<file path="config.mk">
export PLATFORM = sky130hd
export DESIGN_NAME = byte_entry_encoder
export DESIGN_NICKNAME = d
export VERILOG_FILES = /design/src/rtl/byte_entry_encoder_pkg.sv /design/src/rtl/byte_entry_encoder_btn_sync_edge.sv /design/src/rtl/byte_entry_encoder.sv
export SDC_FILE = /design/constraint.sdc
export NUM_CORES = 1
export LEC_CHECK = 0
export BUFFER_PORTS_ARGS = -buffer_cell sky130_fd_sc_hd__buf_2
export CAP_MARGIN = 15
export CORE_MARGIN = 5
export CORE_UTILIZATION = 55
export DETAILED_ROUTE_END_ITERATION = 7
export GPL_TIMING_DRIVEN = 0
export HOLD_SLACK_MARGIN = 0.08
export PLACE_DENSITY = 0.81
export SYNTH_ARGS = -nofsm -noshare
export SYNTH_HDL_FRONTEND = slang
export SYNTH_SLANG_ARGS = --single-unit
</file>
<file path="constraint.sdc">
create_clock -name clk -period 8.05 [get_ports clk]
set_clock_uncertainty 0.15 [all_clocks]
set_input_delay 0.4025 -clock clk [delete_from_list [all_inputs] [get_ports clk]]
set_output_delay 0.4025 -clock clk [all_outputs]
set_load 0.01 [all_outputs]
</file>
<file path="src/rtl/byte_entry_encoder_pkg.sv">
// rtl/byte_entry_encoder_pkg.sv - shared state encoding, BCD limit and result width
package byte_entry_encoder_pkg;

    typedef enum logic [2:0] {
        ST_EMPTY = 3'd0,
        ST_ONE   = 3'd1,
        ST_TWO   = 3'd2,
        ST_CONV  = 3'd3,
        ST_HOLD  = 3'd4
    } state_t;

    localparam logic [3:0] BCD_MAX  = 4'd9;
    localparam int         RESULT_W = 8;

    // tens*10 + ones using shifts: (t<<3)+(t<<1)+o, fits 7 bits for 0..99
    function automatic logic [6:0] bcd_mag(input logic [3:0] tens, input logic [3:0] ones);
        logic [6:0] t;
        t = {3'b000, tens};
        return (t << 3) + (t << 1) + {3'b000, ones};
    endfunction

endpackage

</file>
<file path="src/rtl/byte_entry_encoder_btn_sync_edge.sv">
// rtl/byte_entry_encoder_btn_sync_edge.sv - raw button synchronizer plus rising-edge strobe
module btn_sync_edge #(
    parameter int SYNC_STAGES = 2
) (
    input  logic clk,
    input  logic ar,
    input  logic btn_raw,
    output logic strobe
);

    logic [SYNC_STAGES-1:0] sync_q;
    logic [SYNC_STAGES-1:0] sync_d;
    logic                   prev_q;
    logic                   prev_d;

    // shift the raw level through the chain and remember the last synchronized level
    always_comb begin
        sync_d = {sync_q[SYNC_STAGES-2:0], btn_raw};
        prev_d = sync_q[SYNC_STAGES-1];
    end

    // synchronizer and edge-detect flops, cleared asynchronously
    always_ff @(posedge clk or negedge ar) begin
        if (!ar) begin
            sync_q <= '0;
            prev_q <= 1'b0;
        end else begin
            sync_q <= sync_d;
            prev_q <= prev_d;
        end
    end

    // a held button yields a single strobe; it must drop low before striking again
    assign strobe = sync_q[SYNC_STAGES-1] & ~prev_q;

endmodule

</file>
<file path="src/rtl/byte_entry_encoder.sv">
// rtl/byte_entry_encoder.sv - collects two BCD digits and a sign, encodes a signed byte
module byte_entry_encoder
    import byte_entry_encoder_pkg::*;
#(
    parameter int SYNC_STAGES = 2
) (
    input  logic                clk,
    input  logic                ar,
    input  logic [3:0]          digit,
    input  logic                dig_btn,
    input  logic                neg_btn,
    input  logic                enter_btn,
    input  logic                clr_btn,
    input  logic                out_ready,
    output logic [RESULT_W-1:0] num,
    output logic                out_valid,
    output logic                busy,
    output logic                err,
    output logic [3:0]          d0,
    output logic [3:0]          d1,
    output logic                sign
);

    logic dig_stb;
    logic neg_stb;
    logic ent_stb;
    logic clr_stb;

    btn_sync_edge #(.SYNC_STAGES(SYNC_STAGES)) u_dig (.clk(clk), .ar(ar), .btn_raw(dig_btn),   .strobe(dig_stb));
    btn_sync_edge #(.SYNC_STAGES(SYNC_STAGES)) u_neg (.clk(clk), .ar(ar), .btn_raw(neg_btn),   .strobe(neg_stb));
    btn_sync_edge #(.SYNC_STAGES(SYNC_STAGES)) u_ent (.clk(clk), .ar(ar), .btn_raw(enter_btn), .strobe(ent_stb));
    btn_sync_edge #(.SYNC_STAGES(SYNC_STAGES)) u_clr (.clk(clk), .ar(ar), .btn_raw(clr_btn),   .strobe(clr_stb));

    state_t              state_q, state_d;
    logic [3:0]          d0_q, d0_d;
    logic [3:0]          d1_q, d1_d;
    logic                sign_q, sign_d;
    logic [RESULT_W-1:0] num_q, num_d;
    logic                out_valid_q, out_valid_d;
    logic                busy_q, busy_d;
    logic                err_q, err_d;

    logic [6:0]          mag;
    logic [RESULT_W-1:0] mag_ext;

    assign mag     = bcd_mag(d1_q, d0_q);
    assign mag_ext = {1'b0, mag};

    // next-state: strobes act only while entering, highest priority clr > enter > digit > neg
    always_comb begin
        state_d     = state_q;
        d0_d        = d0_q;
        d1_d        = d1_q;
        sign_d      = sign_q;
        num_d       = num_q;
        err_d       = 1'b0;
        case (state_q)
            ST_EMPTY, ST_ONE, ST_TWO: begin
                if (clr_stb) begin
                    d0_d    = 4'd0;
                    d1_d    = 4'd0;
                    sign_d  = 1'b0;
                    state_d = ST_EMPTY;
                end else if (ent_stb) begin
                    state_d = ST_CONV;
                end else if (dig_stb) begin
                    if (digit <= BCD_MAX) begin
                        d1_d    = d0_q;
                        d0_d    = digit;
                        state_d = (state_q == ST_EMPTY) ? ST_ONE : ST_TWO;
                    end else begin
                        err_d = 1'b1;
                    end
                end else if (neg_stb) begin
                    sign_d = ~sign_q;
                end
            end
            ST_CONV: begin
                // a zero magnitude ignores the sign so -0 encodes as 0x00
                if (sign_q && (mag != 7'd0)) begin
                    num_d = ~mag_ext + 8'd1;
                end else begin
                    num_d = mag_ext;
                end
                state_d = ST_HOLD;
            end
            ST_HOLD: begin
                if (out_valid_q && out_ready) begin
                    d0_d    = 4'd0;
                    d1_d    = 4'd0;
                    sign_d  = 1'b0;
                    state_d = ST_EMPTY;
                end
            end
            default: begin
                state_d = ST_EMPTY;
            end
        endcase
        busy_d      = (state_d == ST_CONV) || (state_d == ST_HOLD);
        out_valid_d = (state_d == ST_HOLD);
    end

    // state, digit echoes and registered outputs
    always_ff @(posedge clk or negedge ar) begin
        if (!ar) begin
            state_q     <= ST_EMPTY;
            d0_q        <= 4'd0;
            d1_q        <= 4'd0;
            sign_q      <= 1'b0;
            num_q       <= '0;
            out_valid_q <= 1'b0;
            busy_q      <= 1'b0;
            err_q       <= 1'b0;
        end else begin
            state_q     <= state_d;
            d0_q        <= d0_d;
            d1_q        <= d1_d;
            sign_q      <= sign_d;
            num_q       <= num_d;
            out_valid_q <= out_valid_d;
            busy_q      <= busy_d;
            err_q       <= err_d;
        end
    end

    assign num       = num_q;
    assign out_valid = out_valid_q;
    assign busy      = busy_q;
    assign err       = err_q;
    assign d0        = d0_q;
    assign d1        = d1_q;
    assign sign      = sign_q;

endmodule

</file>
==> qor.yml <==
status: "completed"
postCtsSetupBuffers: 0
drive_gt1_share_pct: 23.1
cp.required_ns: 8.14
syn_area_um2: 1730
grt-ovfl-total: 0
yosysSeqAreaShare_pct: 50.7
ff2ff_setup_slack_ns: 4.98
final_max_slew_viol_count: 0
cp.arrival_ns: 3.15
fillers: 236
grt_max_degree: 36
track_usage_pct: 18.2
layout.area.seq_um2: 876
hp-class: "input port to register"
wirelength_mm: 3.40
coreArea_um2: 3030
worstHoldStart: "digit[0]"
cp-start-kind: "register"
die_h_um: 66.0
rsz0062_at_grt: "false"
hold-path-endpoint: "d0[0]$_DFFE_PN0P_"
num_antenna_cells: 0
num_vias: 1324
viasPerCell: 5.25
netlist.area_leader.share_pct: 50.7
period_share_pct: 38.1
yosys_warnings: 0
rows: 20
clock_path_buffers: 2
port_buffers: 30
clkTransAtPathRegs_ns: 0.12
holdPathStages: 3
numCtsBuffers: 5
grt_first_pass_wirelength_mm: 6.02
wl_per_cell_um: 13.5
vdd_ir_drop_max_mv: 0.180
final_util_pct: 68.2
setup_viol: 0
layout.nets: 228
ant_nets: 0
clk_latency_ns: 0.34
grt_pass1_vias: 1317
dieArea_um2: 4360
die_w_um: 66.0
hpwlAfterDp_mm: 2.58
reg2reg_to: "num[1]$_DFFE_PN0P_"
hold_buffers: 5
synth_cells: 165
min_period_ns: 3.07
htreeDepth: 2
synth_top_area_cell: "dfrtp_1"
worst_slew_pin_slew_ns: 0.739
r2r.worst_path.cells: 8
r2r-start: "d0[3]$_DFFE_PN0P_"
synth_area_leaders: "dfrtp_1 (51%), nand2_1 (6.7%), ha_1 (5.8%)"
end_kind: "register"
clkSinkCount: 35
drtIter0Drc: 58
worstPathMaxFanout: 6
leakage_nw: 0.990
criticalPathCategory: "register to register"
drv_cap: 0
synth_edf_count: 0
yosysUniqueCellTypes: 42
relSlewSlack_pct: 50.7
pin_count: 31
dr.pass1.iters: 4
syn_area_per_cell_um2: 10.5
drc: 0
setup_tns_ns: 0
p_total_uw: 798
area_growth_pct: 19.6
grt_antenna_before_repair: 0
hold_viol_final: 0
power.density_nw_per_um2: 386
place.gp.congestion: 0.908
start_util_pct: 57.0
synth_nets: 186
synth_seq_cells: 35
ys_async_sr_fraction_pct: 100
multi_input_area_um2: 779
cts-resized-gates: 0
synth_ff_type: "dfrtp_1"
root_buffer: "clkbuf_4"
cts_tree: "built"
clock.fmax_mhz: 326
[per-layer routing]
metal  vias up  routed length (um)  part of all wire, %  track usage (%)
met4         0                  50                  1.5             6.60
li1        657                   -                    -                -
met1       623                1420                   42             21.2
met2        36                1770                   52             32.3
met5         -                   0                    0                0
met3         8                 161                  4.7             4.59
[report_power, final]
part           internal, mW  switching (mW)
combinational         0.167           0.232
clock                0.0663          0.0626
sequential            0.226          0.0443
total                 0.460           0.339
[how the worst max path moves through the flow]
stage	start	endpoint	slack, ns	cells past startpoint
after floorplan	d0[3]$_DFFE_PN0P_	num[1]$_DFFE_PN0P_	5.08	8
after global placement	d0[3]$_DFFE_PN0P_	num[1]$_DFFE_PN0P_	5.07	8
after detailed placement	d0[3]$_DFFE_PN0P_	num[1]$_DFFE_PN0P_	5.00	8
after CTS	d0[3]$_DFFE_PN0P_	num[1]$_DFFE_PN0P_	4.98	8
after global routing	d0[3]$_DFFE_PN0P_	num[1]$_DFFE_PN0P_	4.82	8
final	d0[3]$_DFFE_PN0P_	num[1]$_DFFE_PN0P_	4.98	8
[layout make-up]
| class | instances | area share, % |
|---|---|---|
| tap | 44 | 2.67 |
| clock inverter | 3 | 2.24 |
| sequential | 35 | 42.4 |
| timing repair buffer | 35 | 9.69 |
| inverter | 10 | 1.82 |
| buffer | 4 | 1.64 |
| multi-input combinational | 116 | 37.7 |
| clock buffer | 5 | 1.82 |
[placed cells by master (no fill, tap or decap), types with 2 or more instances in the layout]
master / n
nand2_1: 31
nand2b_1: 5
nor2_1: 6
fa_1: 2
nor3b_1: 3
o21ai_0: 14
xor2_2: 2
clkbuf_4: 5
a211oi_1: 2
dfrtp_1: 35
nand3_1: 2
a21oi_1: 4
dlygate4sd3_1: 5
o211ai_1: 2
inv_1: 10
nor2b_1: 2
nor3_1: 4
ha_1: 8
buf_2: 31
nand3b_1: 2
o22ai_1: 2
xnor2_1: 4
nand4_1: 3
[critical path, cell delays in order, from the launching register on]
cell	delay, ns
dfrtp_1	0.41
inv_1	0.08
fa_1	0.53
fa_1	0.50
nand2b_1	0.17
a21oi_1	0.21
xor2_2	0.18
o311a_1	0.41
a221o_2	0.33
[cells by family (layout without fill, tap and decap cells)]
family / Yosys count / after routing / share of synthesized area, %
DFF: 35 / 35 / 50.7
AOI/OAI and AO/OA: 32 / 32 / 13.0
buffers and inverters: 14 / 57 / 4.13
and+or+nand+nor: 67 / 67 / 19.6
adders and majority gates: 10 / 10 / 8.12
xor gates and xnor gates: 7 / 7 / 4.42
[state kept, by name (all words and copies together), names as in the netlist]
name,flops
num,8
busy,1
u_clr.sync_q,2
sign,1
state_q,3
err,1
u_clr.prev_q,1
u_neg.prev_q,1
u_ent.sync_q,2
out_valid,1
u_neg.sync_q,2
d0,4
u_ent.prev_q,1
u_dig.prev_q,1
d1,4
u_dig.sync_q,2
[synthesized netlist by cell type (3+ instances only)]
cell type,n
ha_1,8
nand2_1,31
inv_1,10
xnor2_1,4
a21oi_1,4
nor2_1,6
nand4_1,3
nor3_1,4
nand2b_1,5
nor3b_1,3
dfrtp_1,35
o21ai_0,14
[through the flow]
stage	std cells	setup slack [ns]	hold slack, ns	instance area, um^2
after floorplan	165	5.08	-0.0431	1730
after detailed placement	239	5.00	0.190	1930
after CTS	252	4.98	0.135	2070
after global routing	252	4.82	0.137	2070
after global placement	239	5.07	0.182	1930
final	252	4.98	0.142	2070
(Power assumes the default switching activity.)
